[src/rtl/midi_pkg.sv]
// Shared MIDI byte classes, arbiter states and the status-byte length table.
package midi_pkg;

    typedef enum logic [1:0] {CLS_RT, CLS_STAT, CLS_DATA} byte_class_e;

    typedef enum logic [1:0] {ST_IDLE, ST_MSG, ST_SYSEX, ST_INSERT} state_e;

    // Status bytes always have bit 7 set, so zero can mean "no running status".
    localparam logic [7:0] NO_STATUS = 8'h00;

    // Returns {sysex, data-byte count} for a status byte; zero for anything else.
    function automatic logic [2:0] midi_len(input logic [7:0] status);
        logic [2:0] r;
        r = 3'b000;
        if (status[7]) begin
            if (status < 8'hC0)      r = 3'd2;
            else if (status < 8'hE0) r = 3'd1;
            else if (status < 8'hF0) r = 3'd2;
            else begin
                case (status)
                    8'hF0:        r = 3'b100;
                    8'hF1, 8'hF3: r = 3'd1;
                    8'hF2:        r = 3'd2;
                    default:      r = 3'd0;
                endcase
            end
        end
        return r;
    endfunction

endpackage

[src/rtl/midi_byte_classifier.sv]
// Combinational decode of one requester byte into class, data length and SysEx flag.
module midi_byte_classifier
    import midi_pkg::*;
(
    input  logic [7:0]  data_i,
    output byte_class_e class_o,
    output logic [1:0]  len_o,
    output logic        sysex_o
);

    logic [2:0] lc;

    always_comb begin
        lc      = midi_len(data_i);
        sysex_o = lc[2];
        len_o   = lc[1:0];
        if (data_i >= 8'hF8)  class_o = CLS_RT;
        else if (data_i[7])   class_o = CLS_STAT;
        else                  class_o = CLS_DATA;
    end

endmodule

[src/rtl/midi_tx_arbiter.sv]
// Two-requester MIDI transmit arbiter: message-granular locking, realtime cut-in,
// running-status tracking with status re-insertion, and a stall timeout.
module midi_tx_arbiter
    import midi_pkg::*;
#(
    parameter int TIMEOUT = 107385,
    parameter int TW      = 17
) (
    input  logic        clk,
    input  logic        reset,
    input  logic [1:0]  req_valid_i,
    input  logic [15:0] req_data_i,
    output logic [1:0]  req_ready_o,
    output logic        out_valid_o,
    output logic [7:0]  out_data_o,
    input  logic        out_ready_i,
    output logic [1:0]  owner_o,
    output logic        abort_o
);

    // state     | meaning
    // ST_IDLE   | unlocked, granting round-robin
    // ST_MSG    | owner locked, cnt_q data bytes remaining
    // ST_SYSEX  | owner locked inside F0..F7
    // ST_INSERT | emitting owner's stored status ahead of its data byte

    state_e            state_q, state_d;
    logic [1:0]        cnt_q, cnt_d;
    logic [1:0]        owner_q, owner_d;
    logic              rr_q, rr_d;
    logic [7:0]        run_q, run_d;
    logic [1:0][7:0]   stored_q, stored_d;
    logic [TW-1:0]     tmr_q, tmr_d;
    logic              abort_q, abort_d;
    logic              out_valid_q, out_valid_d;
    logic [7:0]        out_data_q, out_data_d;

    logic [1:0][7:0]   req_byte;
    byte_class_e       cls [2];
    logic [1:0]        req_len [2];
    logic              req_sx [2];

    logic [1:0]        ready;
    logic              emit, take_stat, sel, grant, own, slot_free;
    logic [7:0]        emit_byte, acc_byte;
    logic [2:0]        ins_len;

    assign req_byte = req_data_i;

    for (genvar i = 0; i < 2; i++) begin : g_cls
        midi_byte_classifier u_cls (
            .data_i  (req_byte[i]),
            .class_o (cls[i]),
            .len_o   (req_len[i]),
            .sysex_o (req_sx[i])
        );
    end

    assign slot_free = !out_valid_q || out_ready_i;
    assign own       = owner_q[1];

    always_comb begin
        state_d     = state_q;
        cnt_d       = cnt_q;
        owner_d     = owner_q;
        rr_d        = rr_q;
        run_d       = run_q;
        stored_d    = stored_q;
        tmr_d       = tmr_q;
        abort_d     = 1'b0;
        out_valid_d = out_valid_q;
        out_data_d  = out_data_q;
        ready       = 2'b00;
        emit        = 1'b0;
        emit_byte   = 8'h00;
        take_stat   = 1'b0;
        sel         = 1'b0;
        ins_len     = 3'b000;
        acc_byte    = 8'h00;
        grant       = rr_q ? req_valid_i[1] : !req_valid_i[0];

        if (slot_free) begin
            if (req_valid_i[0] && cls[0] == CLS_RT) begin
                ready[0]  = 1'b1;
                emit      = 1'b1;
                emit_byte = req_byte[0];
            end else if (req_valid_i[1] && cls[1] == CLS_RT) begin
                ready[1]  = 1'b1;
                emit      = 1'b1;
                emit_byte = req_byte[1];
            end else begin
                unique case (state_q)
                    ST_IDLE: begin
                        if (req_valid_i[grant]) begin
                            if (cls[grant] == CLS_STAT) begin
                                take_stat = 1'b1;
                                sel       = grant;
                            end else if (stored_q[grant] == NO_STATUS) begin
                                ready[grant] = 1'b1;
                            end else if (run_q == stored_q[grant]) begin
                                ready[grant] = 1'b1;
                                emit         = 1'b1;
                                emit_byte    = req_byte[grant];
                                ins_len      = midi_len(stored_q[grant]);
                                if (ins_len == 3'd1) begin
                                    rr_d = !grant;
                                end else begin
                                    state_d = ST_MSG;
                                    cnt_d   = ins_len[1:0] - 2'd1;
                                    owner_d = {grant, !grant};
                                end
                            end else begin
                                state_d = ST_INSERT;
                                owner_d = {grant, !grant};
                            end
                        end
                    end
                    ST_INSERT: begin
                        emit      = 1'b1;
                        emit_byte = stored_q[own];
                        ins_len   = midi_len(stored_q[own]);
                        cnt_d     = ins_len[1:0];
                        state_d   = ST_MSG;
                    end
                    ST_MSG, ST_SYSEX: begin
                        if (req_valid_i[own]) begin
                            if (cls[own] == CLS_STAT) begin
                                take_stat = 1'b1;
                                sel       = own;
                            end else begin
                                ready[own] = 1'b1;
                                emit       = 1'b1;
                                emit_byte  = req_byte[own];
                                if (state_q == ST_MSG) begin
                                    if (cnt_q <= 2'd1) begin
                                        state_d = ST_IDLE;
                                        owner_d = 2'b00;
                                        rr_d    = !own;
                                    end else begin
                                        cnt_d = cnt_q - 2'd1;
                                    end
                                end
                            end
                        end
                    end
                    default: ;
                endcase
            end

            // F7 and the other zero-length statuses complete a message on their own.
            if (take_stat) begin
                ready[sel] = 1'b1;
                emit       = 1'b1;
                emit_byte  = req_byte[sel];
                if (req_sx[sel]) begin
                    state_d = ST_SYSEX;
                    owner_d = {sel, !sel};
                end else if (req_len[sel] == 2'd0) begin
                    state_d = ST_IDLE;
                    owner_d = 2'b00;
                    rr_d    = !sel;
                end else begin
                    state_d = ST_MSG;
                    cnt_d   = req_len[sel];
                    owner_d = {sel, !sel};
                end
            end
        end

        if (emit) begin
            out_valid_d = 1'b1;
            out_data_d  = emit_byte;
            if (emit_byte >= 8'h80 && emit_byte < 8'hF0)      run_d = emit_byte;
            else if (emit_byte >= 8'hF0 && emit_byte < 8'hF8) run_d = NO_STATUS;
        end else if (out_ready_i) begin
            out_valid_d = 1'b0;
        end

        for (int i = 0; i < 2; i++) begin
            acc_byte = req_byte[i];
            if (ready[i]) begin
                if (acc_byte >= 8'h80 && acc_byte < 8'hF0)      stored_d[i] = acc_byte;
                else if (acc_byte >= 8'hF0 && acc_byte < 8'hF8) stored_d[i] = NO_STATUS;
            end
        end

        if (state_q == ST_MSG || state_q == ST_SYSEX) begin
            if (req_valid_i[own]) begin
                if (ready[own]) tmr_d = '0;
            end else if (tmr_q == TW'(TIMEOUT - 1)) begin
                abort_d = 1'b1;
                state_d = ST_IDLE;
                owner_d = 2'b00;
                run_d   = NO_STATUS;
                rr_d    = !own;
                tmr_d   = '0;
            end else begin
                tmr_d = tmr_q + 1'b1;
            end
        end else begin
            tmr_d = '0;
        end
    end

    always_ff @(posedge clk) begin
        if (reset) begin
            state_q     <= ST_IDLE;
            cnt_q       <= 2'd0;
            owner_q     <= 2'b00;
            rr_q        <= 1'b0;
            run_q       <= NO_STATUS;
            stored_q    <= '0;
            tmr_q       <= '0;
            abort_q     <= 1'b0;
            out_valid_q <= 1'b0;
            out_data_q  <= 8'h00;
        end else begin
            state_q     <= state_d;
            cnt_q       <= cnt_d;
            owner_q     <= owner_d;
            rr_q        <= rr_d;
            run_q       <= run_d;
            stored_q    <= stored_d;
            tmr_q       <= tmr_d;
            abort_q     <= abort_d;
            out_valid_q <= out_valid_d;
            out_data_q  <= out_data_d;
        end
    end

    assign req_ready_o = ready;
    assign out_valid_o = out_valid_q;
    assign out_data_o  = out_data_q;
    assign owner_o     = owner_q;
    assign abort_o     = abort_q;

endmodule
[config.mk]
export PLATFORM = sky130hd
export DESIGN_NAME = midi_tx_arbiter
export DESIGN_NICKNAME = d
export VERILOG_FILES = /design/src/rtl/midi_pkg.sv /design/src/rtl/midi_byte_classifier.sv /design/src/rtl/midi_tx_arbiter.sv
export SDC_FILE = /design/constraint.sdc
export NUM_CORES = 1
export LEC_CHECK = 0
export CORE_ASPECT_RATIO = 1.25
export CORE_MARGIN = 3
export CORE_UTILIZATION = 30
export CTS_BUF_LIST = sky130_fd_sc_hd__clkbuf_8
export DETAILED_ROUTE_END_ITERATION = 10
export SETUP_SLACK_MARGIN = 0.2
export SYNTH_ARGS = -nofsm -noshare
export SYNTH_HDL_FRONTEND = slang
export SYNTH_HIERARCHICAL = 1
export SYNTH_SLANG_ARGS = --single-unit
[constraint.sdc]
create_clock -name clk -period 8.8 [get_ports clk]
set_input_delay 0.88 -clock clk [delete_from_list [all_inputs] [get_ports clk]]
set_output_delay 0.88 -clock clk [all_outputs]
set_load 0.05 [all_outputs]
==> summary.md, run 1 <==
| Metric | Value |
|---|---|
| Synth Area per Inst | `7.23 sq um` |
| Area grow syn2layout | `14.3%` |
| RSZ-0062 raised after global routing | `no` |
| Worst-Margin Slew | `1180 ps` |
| Worst skew pair latency | `between 300 and 400 ps` |
| Die Span Y | `143 um` |
| WL final | `17900 um` |
| Post-CTS Setup Bufs | `0` |
| Dpl cells | `814` |
| Reg power frac | `26.9%` |
| Final period util | `between 70% and 80%` |
| Library cell with the highest instance count after synthesis | `nand2_1` |
| CP arrival | `5460 ps` |
| Placed Instance Area | `0.00501 sq mm` |
| P per Cell Area | `274 mW/mm^2` |
| Setup crit end kind | `output pin` |
| Die X | `approximately 120 um` |
| Final setup violation count | `0` |
| Synth Cell Area | `0.00454 sq mm` |
| Pin count of the biggest net entering global routing | `27` |
| Comb power frac | `57.3%` |
| Total GRT Usage | `21.7%` |
| Crit-path max FO | `11` |
| Post-CTS resize count | `0` |
| Layout cells sized above 1 | `7.67%` |
| Sw Pwr | `between 0.7 and 0.8 mW` |
| Hold WC Path Type | `reg2reg` |
| Initial antenna violation count | `1` |
| Vias per inst | `~6` |
| Status | `finished, final reports clean` |
| CP Buf/Inv Count | `3` |
| Post-DRT Antenna Nets | `0` |
| Main synth FF type | `dfxtp_1` |
| Relative slew slack | `around a fifth` |
| Max IR drop VDD | `0.0000744 V` |
| Post-synth top area share | `approximately a quarter` |
| Yosys warning total | `6` |
| Synth unique cells | `slightly below 80` |
| Power, Total | `1.42 mW` |
| Synth top area cells | `dfxtp_1 (26%), a21oi_1 (6.1%), nand2_1 (5.8%), nor2_1 (5.2%), o21ai_0 (4.5%)` |
| CP cell instances | `clkdlybuf4s50_1, and3_1, a31oi_1, nand3b_1, a21boi_0, or3_1, a21oi_1, a21oi_1, o21ai_1, o21ai_1, inv_1, clkdlybuf4s50_1` |
| Final hold vios | `0` |
| Post-DP HPWL | `13400 um` |
| Worst Path Required | `7920 ps` |
| PortBufs | `34` |
| Cell taking the most area after synthesis | `dfxtp_1` |
| Worst hold slack | `455 ps` |
| Wirelength per Cell | `21.5 um` |
| Number of synthesized flops with an enable pin | `0` |
| Switching part of the total | `52.6%` |
| CP max-delay cell | `clkdlybuf4s50_1` |
| Maximum clock frequency | `158 MHz` |
| Crit path time final | `6340 ps` |
| Cell Rows | `49` |
| Initial Util | `31.1%` |
| Worst slack at placement | `2630 ps` |
| Synth Instances | `627` |
| Final Cell Area | `~0.0052 sq mm` |
| Part of the power in the clock network | `15.9%` |
| LEAKAGE | `1.80 nW` |
| TritonCTS clock tree | `built` |
| Total number of vias | `5131` |
| Grt total ovfl | `0` |
| CP max stage delay | `800 ps` |
| Max_cap viols | `0` |
| Worst setup margin | `2460 ps` |
| Core ar. | `approximately 0.015 sq mm` |
| # hold bufs at CTS | `0` |
| Worst setup path class | `in2out` |
| Setup TNS | `0 ps` |
| Clock slew at reported path FFs | `60 ps` |
| Die Area | `0.0166 sq mm` |
| Delay-heaviest family, CP | `compound AO/OA/AOI/OAI gates` |
| Routability cong. | `0.998` |
| Most frequent cells after synthesis | `nand2_1 (70), nor2_1 (63), dfxtp_1 (58)` |
| H-tree Lvls | `3` |
| Worst setup SP type | `input pin` |
| Nets | `677` |
| Clock tree sinks | `58` |
| Number of global-route vias before repair | `4944` |
| Design internal power | `0.674 mW` |
| Mapped Nets | `657` |
| Clock Tree Root | `clkbuf_8` |
| Register area share after synthesis | `25.6%` |
| DRC violations left | `0` |
| Max clock buf depth | `2` |
| DRT Pass-1 Iters | `5` |
| Ys async rst share | `0%` |
| Io pins | `35` |
| Max-slew violations | `0` |
| Fin cells | `just over 800` |
| Synth Register Bits | `58` |
| Clock skew | `15.8 ps` |
| CTS Buf Count | `9` |
| First-pass GRT wire length | `27800 um` |
| R2R setup slack | `4060 ps` |
| First DRT Iteration DRCs | `about 540` |
| Core Util, Final | `35.5%` |
-- state kept, by name, indices dropped and copies added (netlist names) --
signal and count:
owner_o 2, out_valid_o 1, cnt_q 2, abort_o 1, rr_q 1, out_data_o 8
state_q 2, stored_q 16, run_q 8, tmr_q 17
-- power groups by stage --
stage          clock network, mW  logic, mW  registers, mW
5_1_grt                    0.240      0.875          0.387
2_1_floorplan                  0      0.500          0.422
6_report                   0.226      0.814          0.382
3_3_place_gp                   0      0.799          0.384
3_5_place_dp                   0      0.798          0.384
4_1_cts                    0.230      0.801          0.379
-- logic make-up after synthesis --
family	Yosys count	synth area share, %
flip-flops	58	25.6
adder cells (fa/ha/maj)	9	2.48
XOR/XNOR	4	0.773
multiplexers	16	3.67
AO/OA/AOI/OAI	226	34.2
buffers and inverters	59	5.19
AND/OR/NAND/NOR	255	28.1
-- layer usage --
metal / track usage, % / up-vias / routed length (um)
met2: 36.9 / 228 / 8760
li1: - / 2403 / -
met3: 4.89 / 44 / 1050
met4: 11.9 / 0 / 808
met5: 0 / - / 0
met1: 25.0 / 2456 / 7250
-- worst paths after layout --
check                                     from             end  cells after the start
worst min-delay path             out_data_o[7]   out_data_o[7]                      2
worst min register to register   out_data_o[7]   out_data_o[7]                      2
worst max register to register      state_q[0]        run_q[3]                     11
worst max-delay path            req_data_i[15]  req_ready_o[0]                     12
-- worst register-to-register path, cell delays in order (launching register included) --
cell and delay, ps:
dfxtp_1 340, inv_1 120, ha_1 650, inv_2 250, nor3_1 570, o21ai_1 180, a21oi_1 690, a21oi_1 450
o221ai_1 780, nor3_2 120, nor2_2 290, o221a_1 230
-- placed cells by master (no fill, tap or decap), types with 8 or more instances in the layout --
cell type        netlist  layout
nor2_1                63      63
nor3_1                19      19
o221ai_1               9       9
dfxtp_1               58      58
a21oi_1               55      55
a22o_1                 9       9
nand3_1               23      23
a31oi_1               19      19
nor4_1                11      11
inv_1                 26      27
nand2_1               70      70
o21a_1                11      11
mux2i_1               11      11
ha_1                   9       9
clkdlybuf4s50_1        0      34
clkbuf_8               0       9
o21ai_0               41      41
o31ai_1                8       8
-- cell type report --
class	instances	area, sq um
inverters	28	105
multi-input cells	510	3140
fillers	1552	9410
clock buffers	9	124
flip-flops and latches	58	1160
repair buffers	40	385
diodes	1	2.50
clock inverters	7	46.3
well taps	178	223
Power figures use the tool's default switching activity.
==> inputs of run 2 (changes only) <==
==> constraint.sdc (replaced) <==
create_clock -name clk -period 5.82 [get_ports clk]
set_input_delay 0.582 -clock clk [delete_from_list [all_inputs] [get_ports clk]]
set_output_delay 0.582 -clock clk [all_outputs]
set_load 0.05 [all_outputs]
==> summary.md, run 2 (synthesis results as in run 1) <==
| Metric | Value |
|---|---|
| Clock slew at reported path FFs | `70 ps (about the same)` |
| Setup TNS | `0 ps (unchanged)` |
| Io pins | `35 (unchanged)` |
| Post-DRT Antenna Nets | `0 (unchanged)` |
| Most flops, register | `tmr_q` |
| First DRT Iteration DRCs | `487 (-9.1%)` |
| Die Span Y | `143 um (unchanged)` |
| Worst Path Required | `5240 ps (-2680 ps)` |
| Worst-Margin Slew | `1170 ps (-18.3 ps)` |
| Max clock buf depth | `2 (unchanged)` |
| Final Cell Area | `0.00533 sq mm (+2.8%)` |
| Final period util | `90.1%` |
| Hold WC Path Type | `reg2reg` |
| Antenna diode count | `0 (-1)` |
| Post-CTS resize count | `0 (unchanged)` |
| Reg2Reg Depth | `10 (-1)` |
| Max-slew violations | `0 (unchanged)` |
| Placed Instance Area | `0.00508 sq mm (+1.3%)` |
| # hold bufs at CTS | `0 (unchanged)` |
| Core ar. | `0.0146 sq mm (unchanged)` |
| CP max stage delay | `710 ps (-90 ps)` |
| Worst setup SP type | `input pin` |
| End of the critical path | `req_ready_o[0]` |
| P per Cell Area | `428 mW/mm^2 (+56%)` |
| Maximum clock frequency | `191 MHz` |
| H-tree Lvls | `3 (unchanged)` |
| Crit-path max FO | `8 (-3)` |
| Post-DP HPWL | `13600 um (+1.4%)` |
| Cell Rows | `49 (unchanged)` |
| Pin count of the biggest net entering global routing | `27 (unchanged)` |
| Worst r2r dst | `stored_q[5]` |
| Relative slew slack | `21.9% (+1.2 points)` |
| Max IR drop VDD | `0.000171 V (+130%)` |
| CP cell instances | `clkdlybuf4s50_1, and3_1, a31oi_1, nor2b_1, a21boi_0, or3_1, a21oi_1, a21oi_1, o21ai_1, o21ai_1, inv_1, clkdlybuf4s50_1` |
| CP Buf/Inv Count | `3 (unchanged)` |
| Die X | `116 um (unchanged)` |
| Initial antenna violation count | `0 (-1)` |
| RSZ-0062 raised after global routing | `no` |
| Wirelength per Cell | `21.4 um (-0.49%)` |
| Most frequent cells in the layout | `nand2_1 (70), nor2_1 (63), dfxtp_1 (58)` |
| First-pass GRT wire length | `27400 um (-1.3%)` |
| Die Area | `0.0166 sq mm (unchanged)` |
| Number of global-route vias before repair | `4883 (-1.2%)` |
| WHS Path Cells | `2 (unchanged)` |
| CP max-delay cell | `clkdlybuf4s50_1` |
| Crit path time final | `5250 ps` |
| Clock tree sinks | `58 (unchanged)` |
| Worst hold slack | `455 ps (-0.0980 ps)` |
| Clock Tree Root | `clkbuf_8` |
| DRC violations left | `0 (unchanged)` |
| CP arrival | `4660 ps (-800 ps)` |
| LEAKAGE | `1.89 nW (+4.8%)` |
| WL final | `17900 um (+0.47%)` |
| Total number of vias | `5198 (+1.3%)` |
| Area grow syn2layout | `17.6%` |
| Worst flop-to-flop path startpoint | `state_q[1]` |
| Setup crit end kind | `output pin` |
| Nets | `686 (+1.3%)` |
| Grt total ovfl | `0 (unchanged)` |
| Final setup violation count | `0 (unchanged)` |
| Total GRT Usage | `21.6% (-0.089 points)` |
| CTS Buf Count | `9 (unchanged)` |
| Worst path depth | `12 (unchanged)` |
| Initial Util | `31.1% (unchanged)` |
| Final hold vios | `0 (unchanged)` |
| Post-CTS Setup Bufs | `0 (unchanged)` |
| Layout cells sized above 1 | `9.08% (+1.4 points)` |
| Vias per inst | `6.20 (+0.34%)` |
| Routability cong. | `0.947 (-5.1%)` |
| Max FFs per register | `17 (unchanged)` |
| Status | `finished, final reports clean` |
| Crit path launch | `req_data_i[7]` |
| Worst skew pair latency | `370 ps (about the same)` |
| R2R setup slack | `2020 ps (-2040 ps)` |
| TritonCTS clock tree | `built` |
| Clock skew | `9.97 ps (-5.86 ps)` |
| Most common cell after layout, fill and taps aside | `nand2_1` |
| Delay-heaviest family, CP | `compound AO/OA/AOI/OAI gates` |
| DRT Pass-1 Iters | `5 (unchanged)` |
| Worst setup path class | `in2out` |
| PortBufs | `34 (unchanged)` |
| Largest regs | `tmr_q (17), stored_q (16)` |
| Max_cap viols | `0 (unchanged)` |
[run 2: cell types whose count changed in the layout (fill, tap and decap cells not counted), sizes merged]
cell	delta
clkinv	-1
bufinv	+3
inv	-2
buf	+9
clkinvlp	-2
diode	-1
clkbuf	+2
[run 2: layer usage]
layer / share of wire, % / GRT usage [%] / vias up
met5: 0 / 0 / -
met4: 6.5 / 13.7 / 0
met3: 6.2 / 4.30 / 67
met2: 48 / 35.5 / 236
met1: 40 / 25.5 / 2453
li1: - / - / 2442
[run 2: worst min-delay path by stage]
stage               slack (ps)           from             to
floorplan                  420      tmr_q[16]      tmr_q[16]
global placement           440  out_data_o[5]  out_data_o[5]
detailed placement         450  out_data_o[6]  out_data_o[6]
CTS                        460  out_data_o[6]  out_data_o[6]
global route               490  out_data_o[6]  out_data_o[6]
finish                     460  out_data_o[7]  out_data_o[7]
[run 2: worst reg2reg max path: stages (launching register included)]
cell	delay, ps
dfxtp_1	410
inv_1	90
ha_1	460
inv_1	200
o22ai_1	450
nand3_1	260
a21oi_1	560
o21ai_1	180
o211ai_1	490
a21oi_1	80
o32ai_1	470
[run 2: final cells by class]
cell class	count	area, sq um
Fill cell	1539	9260
Clock inverter	5	100
Timing Repair Buffer	49	453
Inverter	28	105
Tap cell	178	223
Sequential cell	58	1160
Clock buffer	11	151
Multi-Input combinational cell	510	3140
[run 2: stage by stage]
| step | power, mW | cells | util, % | setup slack, ps |
|---|---|---|---|---|
| detailed placement | 1.79 | 823 | 34.8 | 679 |
| global placement | 1.78 | 823 | 34.8 | 830 |
| finish | 2.28 | 839 | 36.5 | 574 |
| floorplan | 1.39 | 627 | - | 2460 |
| CTS | 2.27 | 839 | 36.5 | 664 |
| global route | 2.41 | 839 | 36.5 | 297 |
[run 2: report_power, final]
part	switching [mW]	total, mW	internal [mW]
Sequential	0.106	0.580	0.474
Clock	0.176	0.482	0.306
Combinational	0.817	1.22	0.401
==> inputs of run 3 (changes only) <==
--- a/config.mk
+++ b/config.mk
@@ -9,6 +9,7 @@
 export CORE_MARGIN = 3
 export CORE_UTILIZATION = 30
 export CTS_BUF_LIST = sky130_fd_sc_hd__clkbuf_8
+export CTS_CLUSTER_SIZE = 14
 export DETAILED_ROUTE_END_ITERATION = 10
 export SETUP_SLACK_MARGIN = 0.2
 export SYNTH_ARGS = -nofsm -noshare
==> results of run 3 <==
Same layout as run 2: the final DEF is identical, and so are final timing and power.
